===== config.mk =====
export PLATFORM = sky130hd
export DESIGN_NAME = xcorr_sync_ctrl
export DESIGN_NICKNAME = d
export VERILOG_FILES = /design/src/rtl/xcorr_sync_ctrl.sv
export SDC_FILE = /design/constraint.sdc
export NUM_CORES = 1
export LEC_CHECK = 0
export BUFFER_PORTS_ARGS = -buffer_cell sky130_fd_sc_hd__buf_2
export CORE_MARGIN = 3
export CORE_UTILIZATION = 55
export CTS_CLUSTER_SIZE = 16
export DETAILED_ROUTE_END_ITERATION = 12
export PLACE_DENSITY = 0.84
export SETUP_SLACK_MARGIN = 0.02
export SYNTH_ARGS = -nofsm -noshare
export SYNTH_HDL_FRONTEND = slang
export SYNTH_SLANG_ARGS = --single-unit

===== constraint.sdc =====
create_clock -name clk -period 5.9 [get_ports clk]
set_input_delay 0.885 -clock clk [delete_from_list [all_inputs] [get_ports clk]]
set_output_delay 0.885 -clock clk [all_outputs]
set_load 0.01 [all_outputs]

===== src/rtl/xcorr_sync_ctrl.sv =====
// xcorr_sync_ctrl: arms the correlation peak finder, turns its strobe into a frame window plus guard holdoff.
// Optional noise-adaptive threshold under XCORR_SYNC_NOISE_ADAPT_EN.
module xcorr_sync_ctrl #(
    parameter int WDTH_CRR = 24,
    parameter int LEN_W    = 16,
    parameter int GUARD_W  = 8,
    parameter int ALPHA_SH = 4,
    parameter int THR_SH   = 3
) (
    input  logic                clk,
    input  logic                rst_n,
    input  logic                enable,
    input  logic [WDTH_CRR-1:0] base_thr,
    input  logic [LEN_W-1:0]    frame_len,
    input  logic [GUARD_W-1:0]  guard_len,
    input  logic [WDTH_CRR-1:0] corr_in,
    input  logic                det_sop,
    output logic                det_rst,
    output logic [WDTH_CRR-1:0] thr_lvl,
    output logic                frame_sop,
    output logic                frame_val,
    output logic                frame_eop,
    output logic [LEN_W-1:0]    sample_idx,
    output logic                busy,
    output logic [15:0]         det_cnt
);
    typedef enum logic [1:0] {IDLE, ARMED, FRAME, GUARD} state_t;
    localparam logic [WDTH_CRR-1:0] ONES = {WDTH_CRR{1'b1}};
    state_t               state, next_state;
    logic [LEN_W-1:0]     len_q, len_cur, idx_nxt;
    logic [GUARD_W-1:0]   guard_q, gcnt;
    logic [WDTH_CRR-1:0]  eff_thr;
    logic                 take;
    assign take = (state == ARMED) && det_sop;
    always_ff @(posedge clk or negedge rst_n) begin
        if (!rst_n) state <= IDLE;
        else        state <= next_state;
    end
    always_comb begin
        next_state = state;
        case (state)
            IDLE:  next_state = enable ? ARMED : IDLE;
            ARMED: next_state = det_sop ? FRAME : (enable ? ARMED : IDLE);
            FRAME: if (frame_eop) next_state = (guard_q != '0) ? GUARD : (enable ? ARMED : IDLE);
            GUARD: if (gcnt == guard_q - GUARD_W'(1)) next_state = enable ? ARMED : IDLE;
            default: next_state = IDLE;
        endcase
    end
    // Outputs are computed from next_state so they register in step with the state.
    always_comb begin
        len_cur = take ? ((frame_len == '0) ? LEN_W'(1) : frame_len) : len_q;
        idx_nxt = (state == FRAME && next_state == FRAME) ? sample_idx + LEN_W'(1) : '0;
    end
    always_ff @(posedge clk or negedge rst_n) begin
        if (!rst_n) begin
            det_rst    <= 1'b1;
            thr_lvl    <= ONES;
            frame_sop  <= 1'b0;
            frame_val  <= 1'b0;
            frame_eop  <= 1'b0;
            sample_idx <= '0;
            busy       <= 1'b0;
            det_cnt    <= '0;
            len_q      <= LEN_W'(1);
            guard_q    <= '0;
            gcnt       <= '0;
        end else begin
            det_rst    <= next_state != ARMED;
            thr_lvl    <= (next_state == ARMED) ? eff_thr : ONES;
            frame_sop  <= take;
            frame_val  <= next_state == FRAME;
            frame_eop  <= (next_state == FRAME) && (idx_nxt == len_cur - LEN_W'(1));
            sample_idx <= idx_nxt;
            busy       <= next_state != IDLE;
            det_cnt    <= (take && det_cnt != 16'hFFFF) ? det_cnt + 16'd1 : det_cnt;
            len_q      <= len_cur;
            guard_q    <= take ? guard_len : guard_q;
            gcnt       <= (state == GUARD) ? gcnt + GUARD_W'(1) : '0;
        end
    end
`ifdef XCORR_SYNC_NOISE_ADAPT_EN
    logic [WDTH_CRR-1:0]        noise_avg, shl_sat;
    logic signed [WDTH_CRR:0]   diff;
    logic signed [WDTH_CRR+1:0] sum;
    logic [WDTH_CRR+THR_SH-1:0] shl;
    always_comb begin
        diff    = $signed({1'b0, corr_in}) - $signed({1'b0, noise_avg});
        sum     = $signed({2'b00, noise_avg}) + (diff >>> ALPHA_SH);
        shl     = {{THR_SH{1'b0}}, noise_avg} << THR_SH;
        shl_sat = (|shl[WDTH_CRR+THR_SH-1:WDTH_CRR]) ? ONES : shl[WDTH_CRR-1:0];
    end
    // Estimator only tracks quiet samples so peaks do not inflate the floor.
    always_ff @(posedge clk or negedge rst_n) begin
        if (!rst_n) begin
            noise_avg <= '0;
            eff_thr   <= ONES;
        end else begin
            if (state == ARMED && corr_in <= thr_lvl)
                noise_avg <= sum[WDTH_CRR+1] ? '0 : (sum[WDTH_CRR] ? ONES : sum[WDTH_CRR-1:0]);
            eff_thr <= (shl_sat > base_thr) ? shl_sat : base_thr;
        end
    end
`else
    assign eff_thr = base_thr;
    logic unused_noise;
    assign unused_noise = ^{corr_in, 32'(ALPHA_SH + THR_SH)};
`endif
endmodule

==> impl_metrics.env <==
export IMPL_fill_cells=672
export IMPL_cts_repair_resized=0
export IMPL_layout_common_cells="buf_2 (111), nand2_1 (72), dfrtp_1 (69)"
export IMPL_syn_nets=573
export IMPL_vias_per_cell=5.57
export IMPL_rsz0062_at_grt="false"
export IMPL_cp_common_cell="xnor2_1"
export IMPL_route_detailed_drc=0
export IMPL_timing_fmax_mhz=246
export IMPL_syn_avg_cell_area_sq_um=9.95
export IMPL_yosysSeqAreaShare_pct=49.3
export IMPL_synth_edff_count=0
export IMPL_h_tree_depth=3
export IMPL_postCtsSetupRepairBufs=0
export IMPL_first_iter_violations=215
export IMPL_grtUsageTotal_pct=23.7
export IMPL_gp_congestion=0.855
export IMPL_synth_cells=491
export IMPL_worst_path_largest_cell_delay_ns=0.61
export IMPL_max_cap_violations=0
export IMPL_holdBufCountCts=0
export IMPL_finalPower_mw=2.47
export IMPL_end_kind="flip-flop"
export IMPL_critPathTopFamily="compound AO/OA/AOI/OAI gates"
export IMPL_ys_types=63
export IMPL_relSlewSlack_pct=48.2
export IMPL_diodes=0
export IMPL_cp_num_buf_inv=3
export IMPL_die_area_sq_um=10000
export IMPL_cp_slowest_cell="inv_2"
export IMPL_io_pins=137
export IMPL_maxSlewViolCount=0
export IMPL_dr_pass1_iters=4
export IMPL_cts_buffer_depth=2
export IMPL_routedWlPerCell_um=16.1
export IMPL_cts_tree="yes"
export IMPL_finalClockSkew_ns=0.0112
export IMPL_synth_ff_latch_count=95
export IMPL_peakVddDrop_mv=0.289
export IMPL_setup_tns_ns=0
export IMPL_cts_buffers=9
export IMPL_crit_arrival_ns=4.31
export IMPL_area_delta_synth_final_pct=16.3
export IMPL_path_cells="buf_2, nand3b_4, inv_2, nor2_1, a21oi_1, inv_1, ha_1, nor3b_1, xnor2_1, mux2i_1, xnor2_1, o211ai_1, a2111oi_4, nand4_1, a2111oi_2"
export IMPL_dieHeight_um=100
export IMPL_insertion_delay_ns=0.36
export IMPL_start_util_pct=58.0
export IMPL_routed_wl_um=11400
export IMPL_run_status="complete, no violations"
export IMPL_setup_viol_count_final=0
export IMPL_grt_pass1_wl_um=19100
export IMPL_critPathKind="in -> reg"
export IMPL_grt_max_degree=64
export IMPL_rows=33
export IMPL_path_max_fanout=38
export IMPL_antenna_found_initial=0
export IMPL_hpwl_um=8410
export IMPL_first_global_vias=3979
export IMPL_clock_sinks=95
export IMPL_hold_path_class="in -> async"
export IMPL_nets=680
export IMPL_async_reset_ff_share_pct=100
export IMPL_ant_nets=0
export IMPL_p_leak_nw=2.67
export IMPL_ys_warn_count=0
export IMPL_worst_pin_slew_ns=0.770
export IMPL_period_needed_ns=4.06
export IMPL_post_route_period_util_pct=68.8
export IMPL_fp_coreArea_sq_um=8420
export IMPL_hold_viol=0
export IMPL_route_vias_total=3945
export IMPL_instances_no_fill=708
export IMPL_clock_root_buffer="clkbuf_8"
export IMPL_cp_required_ns=6.15
export IMPL_placed_cells=692
export IMPL_synthFlopType="dfrtp_1"
export IMPL_portBuffers=112
export IMPL_final_layout_size_suffix_gt1_share_pct=29.4
export IMPL_syn_area_sq_um=4880
export IMPL_cp_start_kind="primary input"
export IMPL_clkTransAtPathRegs_ns=0.09
export IMPL_final_common_cell="buf_2"
export IMPL_die_x_um=100
export IMPL_grt_overflow=0
export IMPL_p_per_area_nw_per_um2=434
power breakdown:
part           total (mW)  internal [mW]  leakage [nW]  switching, mW
clock               0.376          0.155        0.0880          0.221
combinational        1.06          0.438          1.40          0.626
sequential           1.02          0.883          1.18          0.142
flip-flops by register name (all words and copies together) (netlist names), 2 cells and up:
signal and cells:
det_cnt 16, gcnt 8, len_q 16, state 2, sample_idx 16, thr_lvl 24, guard_q 8
worst reg2reg max path, stage by stage, from the launching register on:
cell and delay (ns):
dfrtp_1 0.43, nand3b_4 0.45, inv_2 0.61, nor2_1 0.15
a21oi_1 0.31, inv_1 0.08, ha_1 0.30, nor3b_1 0.19
xnor2_1 0.13, mux2i_1 0.18, xnor2_1 0.16, o211ai_1 0.20
a2111oi_4 0.22, nand4_1 0.19, a2111oi_2 0.25
stage by stage:
| step | util, % | hold slack, ns | cell area (sq um) | setup WS, ns |
|---|---|---|---|---|
| after floorplan | - | 0.458 | 4880 | 2.44 |
| after global placement | 65.5 | 0.471 | 5510 | 1.65 |
| after detailed placement | 65.5 | 0.472 | 5510 | 1.51 |
| after CTS | 67.4 | 0.476 | 5680 | 1.87 |
| after global routing | 67.4 | 0.493 | 5680 | 1.44 |
| final | 67.4 | 0.468 | 5680 | 1.84 |
layout make-up:
class                      count  area (sq um)  share of cell area (%)
clock buffer                  11           131                    2.31
clock inverter                 5          33.8                   0.595
inverter                      17          63.8                    1.12
multi-input combinational    361          2330                    41.0
sequential                    95          2410                    42.4
tap                          105           131                    2.31
timing repair buffer         114           578                    10.2
cells by family after synthesis:
| family | Yosys count | synth area share, % |
|---|---|---|
| AOI/OAI and AO/OA | 39 | 5.94 |
| xor gates and xnor gates | 62 | 11.4 |
| adders and majority gates | 6 | 1.54 |
| buffers and inverters | 35 | 2.95 |
| DFF | 95 | 49.3 |
| muxes | 16 | 3.38 |
| and+or+nand+nor | 238 | 25.5 |
final timing paths:
path	from	to	slack (ns)	cells after the start
worst max-delay path	det_sop	frame_eop$_DFF_PN0_	1.84	15
worst min-delay path	rst_n	guard_q[0]$_DFFE_PN0P_	0.47	1
worst max register to register	state[1]$_DFF_PN0_	frame_eop$_DFF_PN0_	1.95	14
worst min register to register	det_cnt[12]$_DFFE_PN0P_	det_cnt[12]$_DFFE_PN0P_	0.49	1
max in group asynchronous	rst_n	len_q[10]$_DFF_PN0_	4.32	2
min in group clk	det_cnt[12]$_DFFE_PN0P_	det_cnt[12]$_DFFE_PN0P_	0.49	1
per-layer routing:
layer,routed length (um),vias up,GRT usage (%)
met5,0,-,0
met4,250,0,8.60
met3,605,22,3.75
met2,5570,120,38.6
met1,4950,1908,32.4
li1,-,1895,-
cell usage after synthesis (4+ instances only):
| cell type | n | share of area [%] |
|---|---|---|
| nand2b_1 | 4 | 0.51 |
| dfrtp_1 | 69 | 35 |
| dfstp_2 | 26 | 14 |
| clkbuf_1 | 12 | 0.92 |
| xnor2_1 | 40 | 7.2 |
| or3_1 | 26 | 3.3 |
| nand3_1 | 24 | 2.5 |
| nand4_1 | 9 | 1.2 |
| o21ai_0 | 9 | 0.92 |
| xor2_1 | 21 | 3.8 |
| inv_1 | 16 | 1.2 |
| nor4_1 | 7 | 0.90 |
| nor2_1 | 39 | 3.0 |
| mux2i_1 | 12 | 2.5 |
| and2_1 | 5 | 0.64 |
| and3_1 | 6 | 0.77 |
| ha_1 | 6 | 1.5 |
| nor3_1 | 18 | 1.8 |
| nand2_1 | 72 | 5.5 |
| mux2_2 | 4 | 0.92 |
| a21oi_1 | 10 | 1.0 |
| nor3b_1 | 5 | 0.77 |
No activity file was read; power rests on OpenSTA's default activity.
